File: src/rtl/pipe_pkg.sv
// Shared decode-stage types: control bundle, NOP constant and default-width payload view.
package pipe_pkg;

   localparam int DEF_DATA_WIDTH  = 32;
   localparam int DEF_INSTRUCTION = 32;
   localparam int DEF_ALU_CONTROL = 4;
   localparam int DEF_REG_ADDR    = 5;

   // Every control bit that must be forced low on a bubble.
   typedef struct packed {
      logic       load;
      logic       store;
      logic       branch;
      logic       next_sel;
      logic       jalr;
      logic       branch_result;
      logic       mem_en;
      logic       reg_write;
      logic [1:0] mem_to_reg;
   } decode_ctrl_t;

   localparam decode_ctrl_t CTRL_NOP = '0;
   localparam int           CTRL_W   = $bits(decode_ctrl_t);

   // Full beat at the default widths; the stage itself packs a flat vector so
   // that it can be re-parametrised.
   typedef struct packed {
      logic [DEF_INSTRUCTION-1:0] instruction;
      logic [DEF_DATA_WIDTH-1:0]  pc;
      logic [DEF_ALU_CONTROL-1:0] alu_control;
      logic [DEF_DATA_WIDTH-1:0]  opa;
      logic [DEF_DATA_WIDTH-1:0]  opb;
      logic [DEF_REG_ADDR-1:0]    rs1;
      logic [DEF_REG_ADDR-1:0]    rs2;
      decode_ctrl_t               ctrl;
   } decode_payload_t;

endpackage

File: src/rtl/decode_skid_slot.sv
// One-entry valid+payload holder; clear wins over load, load wins over unload.
module decode_skid_slot #(
   parameter int W = 8
) (
   input  logic         clk,
   input  logic         rst,
   input  logic         clear_i,
   input  logic         load_i,
   input  logic         unload_i,
   input  logic [W-1:0] data_i,
   output logic         valid_o,
   output logic [W-1:0] data_o
);

   logic         valid_q;
   logic [W-1:0] data_q;

   // Slot occupancy and captured payload.
   always_ff @(posedge clk) begin
      if (rst) begin
         valid_q <= 1'b0;
         data_q  <= '0;
      end else if (clear_i) begin
         valid_q <= 1'b0;
      end else if (load_i) begin
         valid_q <= 1'b1;
         data_q  <= data_i;
      end else if (unload_i) begin
         valid_q <= 1'b0;
      end
   end

   assign valid_o = valid_q;
   assign data_o  = data_q;

endmodule

File: src/rtl/decode_stage_reg.sv
// Decode->execute pipeline register with valid/ready, flush, bubble and stall counter.
// Optional one-entry skid slot (registered in_ready) enabled by DECODE_STAGE_SKID_EN.
module decode_stage_reg
   import pipe_pkg::*;
#(
   parameter int DATA_WIDTH  = 32,
   parameter int INSTRUCTION = 32,
   parameter int ALU_CONTROL = 4,
   parameter int REG_ADDR    = 5,
   parameter int STALL_CNT_W = 16
) (
   input  logic                   clk,
   input  logic                   rst,
   input  logic                   in_valid,
   output logic                   in_ready,
   input  logic                   flush,
   input  logic [INSTRUCTION-1:0] instruction,
   input  logic [DATA_WIDTH-1:0]  pc,
   input  logic [ALU_CONTROL-1:0] alu_control,
   input  logic [DATA_WIDTH-1:0]  opa_mux_out,
   input  logic [DATA_WIDTH-1:0]  opb_mux_out,
   input  logic [REG_ADDR-1:0]    rs1,
   input  logic [REG_ADDR-1:0]    rs2,
   input  logic                   Load,
   input  logic                   Store,
   input  logic                   Branch,
   input  logic                   next_sel,
   input  logic                   Jalr,
   input  logic                   branch_result,
   input  logic                   mem_en,
   input  logic                   reg_write,
   input  logic [1:0]             mem_to_reg,
   output logic                   out_valid,
   input  logic                   out_ready,
   output logic [INSTRUCTION-1:0] instruction_decode_pp,
   output logic [DATA_WIDTH-1:0]  pc_decode_pp,
   output logic [ALU_CONTROL-1:0] alu_control_decode_pp,
   output logic [DATA_WIDTH-1:0]  opa_mux_out_decode_pp,
   output logic [DATA_WIDTH-1:0]  opb_mux_out_decode_pp,
   output logic [REG_ADDR-1:0]    rs1_decode_pp,
   output logic [REG_ADDR-1:0]    rs2_decode_pp,
   output logic                   Load_decode_pp,
   output logic                   Store_decode_pp,
   output logic                   Branch_decode_pp,
   output logic                   next_sel_decode_pp,
   output logic                   Jalr_decode_pp,
   output logic                   branch_result_decode_pp,
   output logic                   mem_en_decode_pp,
   output logic                   reg_write_decode_pp,
   output logic [1:0]             mem_to_reg_decode_pp,
   output logic [STALL_CNT_W-1:0] stall_cnt
);

   localparam int PW = INSTRUCTION + 3*DATA_WIDTH + ALU_CONTROL + 2*REG_ADDR;
   localparam int BW = PW + CTRL_W;

   logic [PW-1:0]          in_data;
   decode_ctrl_t           in_ctrl;
   logic [BW-1:0]          main_src;
   logic                   main_load;
   logic                   xfer_in;
   logic                   xfer_out;
   logic                   valid_q;
   logic [PW-1:0]          data_q;
   decode_ctrl_t           ctrl_q;
   logic [STALL_CNT_W-1:0] stall_cnt_q;
   logic [STALL_CNT_W-1:0] stall_cnt_d;

   assign in_data = {instruction, pc, alu_control, opa_mux_out, opb_mux_out, rs1, rs2};

   // Gather the loose control inputs into the shared control bundle.
   always_comb begin
      in_ctrl               = CTRL_NOP;
      in_ctrl.load          = Load;
      in_ctrl.store         = Store;
      in_ctrl.branch        = Branch;
      in_ctrl.next_sel      = next_sel;
      in_ctrl.jalr          = Jalr;
      in_ctrl.branch_result = branch_result;
      in_ctrl.mem_en        = mem_en;
      in_ctrl.reg_write     = reg_write;
      in_ctrl.mem_to_reg    = mem_to_reg;
   end

   assign xfer_out = valid_q && out_ready;

`ifdef DECODE_STAGE_SKID_EN
   logic          skid_valid;
   logic [BW-1:0] skid_data;
   logic          skid_load;
   logic          skid_unload;

   // in_ready is purely the registered "skid empty" flag: no out_ready path.
   assign in_ready    = !skid_valid;
   assign xfer_in     = in_valid && !skid_valid;
   // A beat that cannot enter main (full and not draining) parks in the skid.
   assign skid_load   = xfer_in && valid_q && !out_ready;
   assign skid_unload = xfer_out && skid_valid;
   assign main_load   = skid_unload || (xfer_in && (!valid_q || out_ready));
   // The skid, when occupied, always holds the older beat, so it refills main first.
   assign main_src    = skid_valid ? skid_data : {in_data, in_ctrl};

   decode_skid_slot #(.W(BW)) u_skid (
      .clk      (clk),
      .rst      (rst),
      .clear_i  (flush),
      .load_i   (skid_load),
      .unload_i (skid_unload),
      .data_i   ({in_data, in_ctrl}),
      .valid_o  (skid_valid),
      .data_o   (skid_data)
   );
`else
   assign in_ready  = !valid_q || out_ready;
   assign xfer_in   = in_valid && in_ready;
   assign main_load = xfer_in;
   assign main_src  = {in_data, in_ctrl};
`endif

   // Main register: flush beats load, load beats drain; controls are zeroed
   // whenever the stage goes empty so bubbles never carry side effects.
   always_ff @(posedge clk) begin
      if (rst) begin
         valid_q <= 1'b0;
         data_q  <= '0;
         ctrl_q  <= CTRL_NOP;
      end else if (flush) begin
         valid_q <= 1'b0;
         ctrl_q  <= CTRL_NOP;
      end else if (main_load) begin
         valid_q <= 1'b1;
         data_q  <= main_src[BW-1:CTRL_W];
         ctrl_q  <= main_src[CTRL_W-1:0];
      end else if (xfer_out) begin
         valid_q <= 1'b0;
         ctrl_q  <= CTRL_NOP;
      end
   end

   assign stall_cnt_d = (valid_q && !out_ready && (stall_cnt_q != '1))
                        ? stall_cnt_q + STALL_CNT_W'(1) : stall_cnt_q;

   // Saturating back-pressure counter, cleared only by reset.
   always_ff @(posedge clk) begin
      if (rst) stall_cnt_q <= '0;
      else     stall_cnt_q <= stall_cnt_d;
   end

   assign out_valid = valid_q;
   assign stall_cnt = stall_cnt_q;
   assign {instruction_decode_pp, pc_decode_pp, alu_control_decode_pp,
           opa_mux_out_decode_pp, opb_mux_out_decode_pp,
           rs1_decode_pp, rs2_decode_pp} = data_q;
   assign Load_decode_pp          = ctrl_q.load;
   assign Store_decode_pp         = ctrl_q.store;
   assign Branch_decode_pp        = ctrl_q.branch;
   assign next_sel_decode_pp      = ctrl_q.next_sel;
   assign Jalr_decode_pp          = ctrl_q.jalr;
   assign branch_result_decode_pp = ctrl_q.branch_result;
   assign mem_en_decode_pp        = ctrl_q.mem_en;
   assign reg_write_decode_pp     = ctrl_q.reg_write;
   assign mem_to_reg_decode_pp    = ctrl_q.mem_to_reg;

endmodule

File: config.mk
export PLATFORM = sky130hd
export DESIGN_NAME = decode_stage_reg
export DESIGN_NICKNAME = d
export VERILOG_FILES = /design/src/rtl/pipe_pkg.sv /design/src/rtl/decode_skid_slot.sv /design/src/rtl/decode_stage_reg.sv
export SDC_FILE = /design/constraint.sdc
export NUM_CORES = 1
export LEC_CHECK = 0
export BUFFER_PORTS_ARGS = -buffer_cell sky130_fd_sc_hd__buf_2
export CAP_MARGIN = 25
export CORE_MARGIN = 4
export CORE_UTILIZATION = 38
export DETAILED_ROUTE_END_ITERATION = 6
export PLACE_DENSITY = 0.69
export SYNTH_ARGS = -nofsm -noshare
export SYNTH_HDL_FRONTEND = slang
export SYNTH_SLANG_ARGS = --single-unit
export TNS_END_PERCENT = 5
File: constraint.sdc
create_clock -name clk -period 1.8 [get_ports clk]
set_input_delay 0.36 -clock clk [delete_from_list [all_inputs] [get_ports clk]]
set_output_delay 0.36 -clock clk [all_outputs]
set_load 0.02 [all_outputs]
## Word-level counts from Yosys, hierarchy flattened

Cells that the tools add are included.

- Flip-flop bits (word level): 169
- Input port bits: 157
- Output and inout bits: 170
- Word-level logic and storage cells: 29

- Add/sub/neg operators: 1
- Equality and inequality tests: 1
- Muxes and demuxes: 4
- Bitwise operators: 1
- Reduce and logical (&&, ||, !) cells: 10

Operator list:

| operator | number |
|---|---|
| $mux 10 | 2 |
| $add 16x1->16 const B | 1 |
| $ne 16x16->1 const B | 1 |
| $logic_and 1x1->1 | 4 |
| $logic_not 1->1 | 2 |
| $mux 1 | 2 |
| $reduce_and 2->1 | 1 |
| $reduce_bool 2->1 | 1 |
| $reduce_or 2->1 | 1 |
| $logic_or 1x1->1 | 1 |
| $not 1->1 | 1 |

## Logic depth before layout (Yosys ltp)

- Depth after elaboration: 4
- Gate-level depth with buffers: 8
- Gate-level depth less buffers: 5

## Worst setup path before layout

Ideal clock, no wire load.

- Path kind: flip-flop to flip-flop
- Start: reg stall_cnt_q[0], in the netlist stall_cnt[0]
- End: reg stall_cnt_q[14], in the netlist stall_cnt[14]
- Library setup time: 0.072 ns
- Arrival: 1.733 ns
- Path slack: -0.005 ns
- Stages on the path, launching flop included: 6
- Path buffers: 0
- Period minus slack after synthesis: 1.805 ns
- Path through: dfxtp_1 ha_1 and4_1 o2111ai_2 or4_1 a21oi_1

- Longest elaborated chain between the ends: 2
- Elaborated cells on any way between the ends: 3
- Those cells by class: 1 x add/sub; 1 x eq/ne; 1 x reduce/logical

Ends and longest elaborated chain:

| what | RTL line | text |
|---|---|---|
| from (decl) | decode_stage_reg.sv:66 | `logic [STALL_CNT_W-1:0] stall_cnt_q;` |
| from (signal assigned) | decode_stage_reg.sv:146 | `else stall_cnt_q <= stall_cnt_d;` |
| parallel branches: the longest is 2 deep, another holds $add 16x1->16 | -- |  |

Several ways; the timed one is not identified.
A chain may end at the register's enable or synchronous reset.

## Worst setup path in the final report

- Start: reg stall_cnt_q[0], in the netlist stall_cnt[0]
- End: reg stall_cnt_q[15], in the netlist stall_cnt[15]

Same word-level chain as after synthesis.

==> flow_summary.toml <==
[synth]
yosysTopAreaCellShare_pct = 54.56
synth-async-reset-ratio_pct = 0
syn-cell-area_sq_um = 6201
yosysUniqueCellTypes = 38
yosys.area.top_type = "dfxtp_1"
synth_area_leaders = "dfxtp_1 55%, nand2_1 17%, a21oi_1 12%, buf_6 2.0%, clkbuf_1 1.5%"
avgSynthCellArea_sq_um = 8.246
ys_ff_latch = 169
synth_top_flop_cell = "dfxtp_1"
synth_edf_count = 0
yosys-top-cells-count = "287 x nand2_1, 169 x dfxtp_1, 149 x a21oi_1, 25 x clkbuf_1, 17 x buf_2"
synthesis.nets = 910
ys_seq_area_share_pct = 54.56
syn-instance-count = 752
synth.most_common_cell = "nand2_1"
yosys_warnings = 0

[critical_path]
crit_chain = "ha_2 -> nand4_1 -> nor4_4 -> buf_4 -> or4_1 -> a21oi_2"
cp-end-kind = "flop"
crit_buf_inv = 1
cp_max_fo = 16
cp_top_family = "simple AND/OR/NAND/NOR gates"
cpMaxStageDelayCell = "or4_1"
slowest_delay_ns = 0.53
crit_type = "flop to flop"
cp.required_ns = 2.15
worstPathArrival_ns = 2.05
crit_path_start_kind = "flop"

[place]
globalplace.congestion = 0.8110
io_buffers = 326
dp_hpwl_mm = 13.19
dp.cells = 1258

[drt]
wl_per_cell_microns = 14.20
drt-initial-drc-count = 265
num_vias = 6086
drt-total-wl_mm = 18.36
first_pass_iters = 5
via_per_inst = 4.707
drc = 0
ant_nets = 0

[power_and_ir_drop]
p_leak_nw = 3.998
power.density_nw_per_um2 = 1013
vdd_drop_max_mv = 0.6246
power_w = 0.008772

[floorplanning]
die_area_sq_um = 18430
die_w_microns = 135.7
fp-row-count = 46
pin_count = 327
die_y_microns = 135.7
start_util_pct = 38.89
core_sq_um = 15940

[final_layout]
syn_to_final_growth_pct = 39.63
fillers = 1559
fin_nets = 1222
fin_cells = 1293
n_antenna_cell = 0
drive_above_1_share_pct = 37.70

[grt]
overflow = 0
grt_max_degree = 85
grt_pass1_wl_mm = 27.74
grt_usage_pct = 18.64
antenna_found_initial = 1
grt_pass1_vias = 5416

[timing]
fmax_ghz = 0.5877
setup_viol = 0
hold_viol = 0
finalSetupTns_ns = 0
finalCritPeriodShare_pct = 94.52
min_period_ns = 1.701
whs_ns = 0.1734
maxSlewHeadroom_pct = 70.32
report.final.slew_viol_count = 0
tightest_slew_ns = 0.4451
clock-skew-final_ns = 0.009605

[clock_network]
cts.root.buffer_cell = "clkbuf_16"
numCtsBuffers = 17
hold_buffers = 0
max-clock-path-buffers = 2
cts_num_sinks = 169
insertion_delay_ns = 0.42
clk_pin_slew_ns = 0.07
htreeDepth = 4
cts_tree = "yes"

[min_path]
hold_path_class = "input port to flop"

[status]
run_status = "finished, final reports clean"

[flow_run]
drv_cap = 0
==> power breakdown <==
part	total (W)	switching (W)	internal (W)
clock	0.00383	0.00157	0.00226
combinational	0.000975	0.000604	0.000371
sequential	0.00397	0.0000710	0.00390
total	0.00877	0.00224	0.00653
==> final timing paths <==
| kind | from | end | slack [ns] | cells past startpoint |
|---|---|---|---|---|
| worst min-delay path | instruction[1] | data_q[111] | 0.17 | 3 |
| worst max register to register | stall_cnt[0] | stall_cnt[15] | 0.1 | 6 |
| worst max-delay path | stall_cnt[0] | stall_cnt[15] | 0.1 | 6 |
| worst min register to register | data_q[115] | data_q[115] | 0.45 | 2 |
==> worst reg2reg max path: cells and delay by family, from the launching register on <==
kind	cells	cell delay (ns)
buf+inv	1	0.18
flops	1	0.35
simple gates	3	0.75
fa+ha+maj	1	0.20
compound gates	1	0.15
==> sequential cells by signal, summed over array words and instances, names as in the netlist <==
| register | cells |
|---|---|
| Load_decode_pp | 1 |
| Jalr_decode_pp | 1 |
| Store_decode_pp | 1 |
| mem_en_decode_pp | 1 |
| out_valid | 1 |
| Branch_decode_pp | 1 |
| branch_result_decode_pp | 1 |
| mem_to_reg_decode_pp | 2 |
| reg_write_decode_pp | 1 |
| next_sel_decode_pp | 1 |
| stall_cnt | 16 |
| data_q | 142 |
==> layer usage <==
layer / GRT usage (%) / wire [microns] / vias to the layer above
met1: 23.08 / 7468 / 2727
met5: 0 / 7 / -
met2: 30.86 / 8996 / 215
li1: - / - / 3133
met4: 4.367 / 115 / 2
met3: 7.058 / 1775 / 9
==> final cells by class <==
| class | instances | area, sq um | area share [%] |
|---|---|---|---|
| clock inverter | 14 | 185.2 | 2.139 |
| timing repair buffer | 347 | 1867 | 21.56 |
| clock buffer | 18 | 439.2 | 5.072 |
| tap | 216 | 270.3 | 3.121 |
| sequential | 169 | 3386 | 39.10 |
| inverter | 3 | 11.26 | 0.1301 |
| multi-input combinational | 526 | 2500 | 28.87 |
==> per-stage QoR <==
| stage | worst slack (ns) | area (sq um) | util [%] |
|---|---|---|---|
| floorplan | 0.001422 | 6202 | - |
| global placement | 0.1292 | 7999 | 50.17 |
| detailed placement | 0.1117 | 7999 | 50.17 |
| CTS | 0.01057 | 8628 | 54.12 |
| global route | -0.001975 | 8658 | 54.31 |
| finish | 0.09858 | 8658 | 54.31 |
==> cells by family after synthesis <==
family                   count (synthesis)  share of synthesized area [%]
flip-flops                             169                          54.56
multiplexers                             1                         0.1614
AND/OR/NAND/NOR                        339                          23.06
adder cells (fa/ha/maj)                  1                         0.2017
buffers and inverters                   57                          5.387
XOR/XNOR                                 1                         0.1413
AO/OA/AOI/OAI                          184                          16.49
==> what timing repair did <==
| action | 4_1_cts | 5_1_grt |
|---|---|---|
| gates resized for setup | 1 | 3 |
| endpoints found under the hold margin | 0 | 0 |
| cloned | 0 | 0 |
| setup endpoints to repair | 1 | 4 |
| setup buffers | 0 | 3 |
==> cells in the final DEF (no fill, tap or decap), types with 2 or more instances in the layout <==
master      count
nand2_1       287
clkinvlp_4      2
clkinv_4        2
a22oi_1         9
nor2_1         12
a21oi_2        10
nand4_2         2
o21ai_1         4
nand4_1         3
dfxtp_1       167
and3_1          3
buf_2         325
inv_2           2
bufinv_16       3
or3_1           4
buf_12          6
o31ai_1         8
or2_2           2
buf_4          16
dfxtp_2         2
inv_8           2
a21oi_1       148
or4_1           9
inv_6           4
nand3_1         7
clkbuf_16      17
No activity file was read; power rests on OpenSTA's default activity.
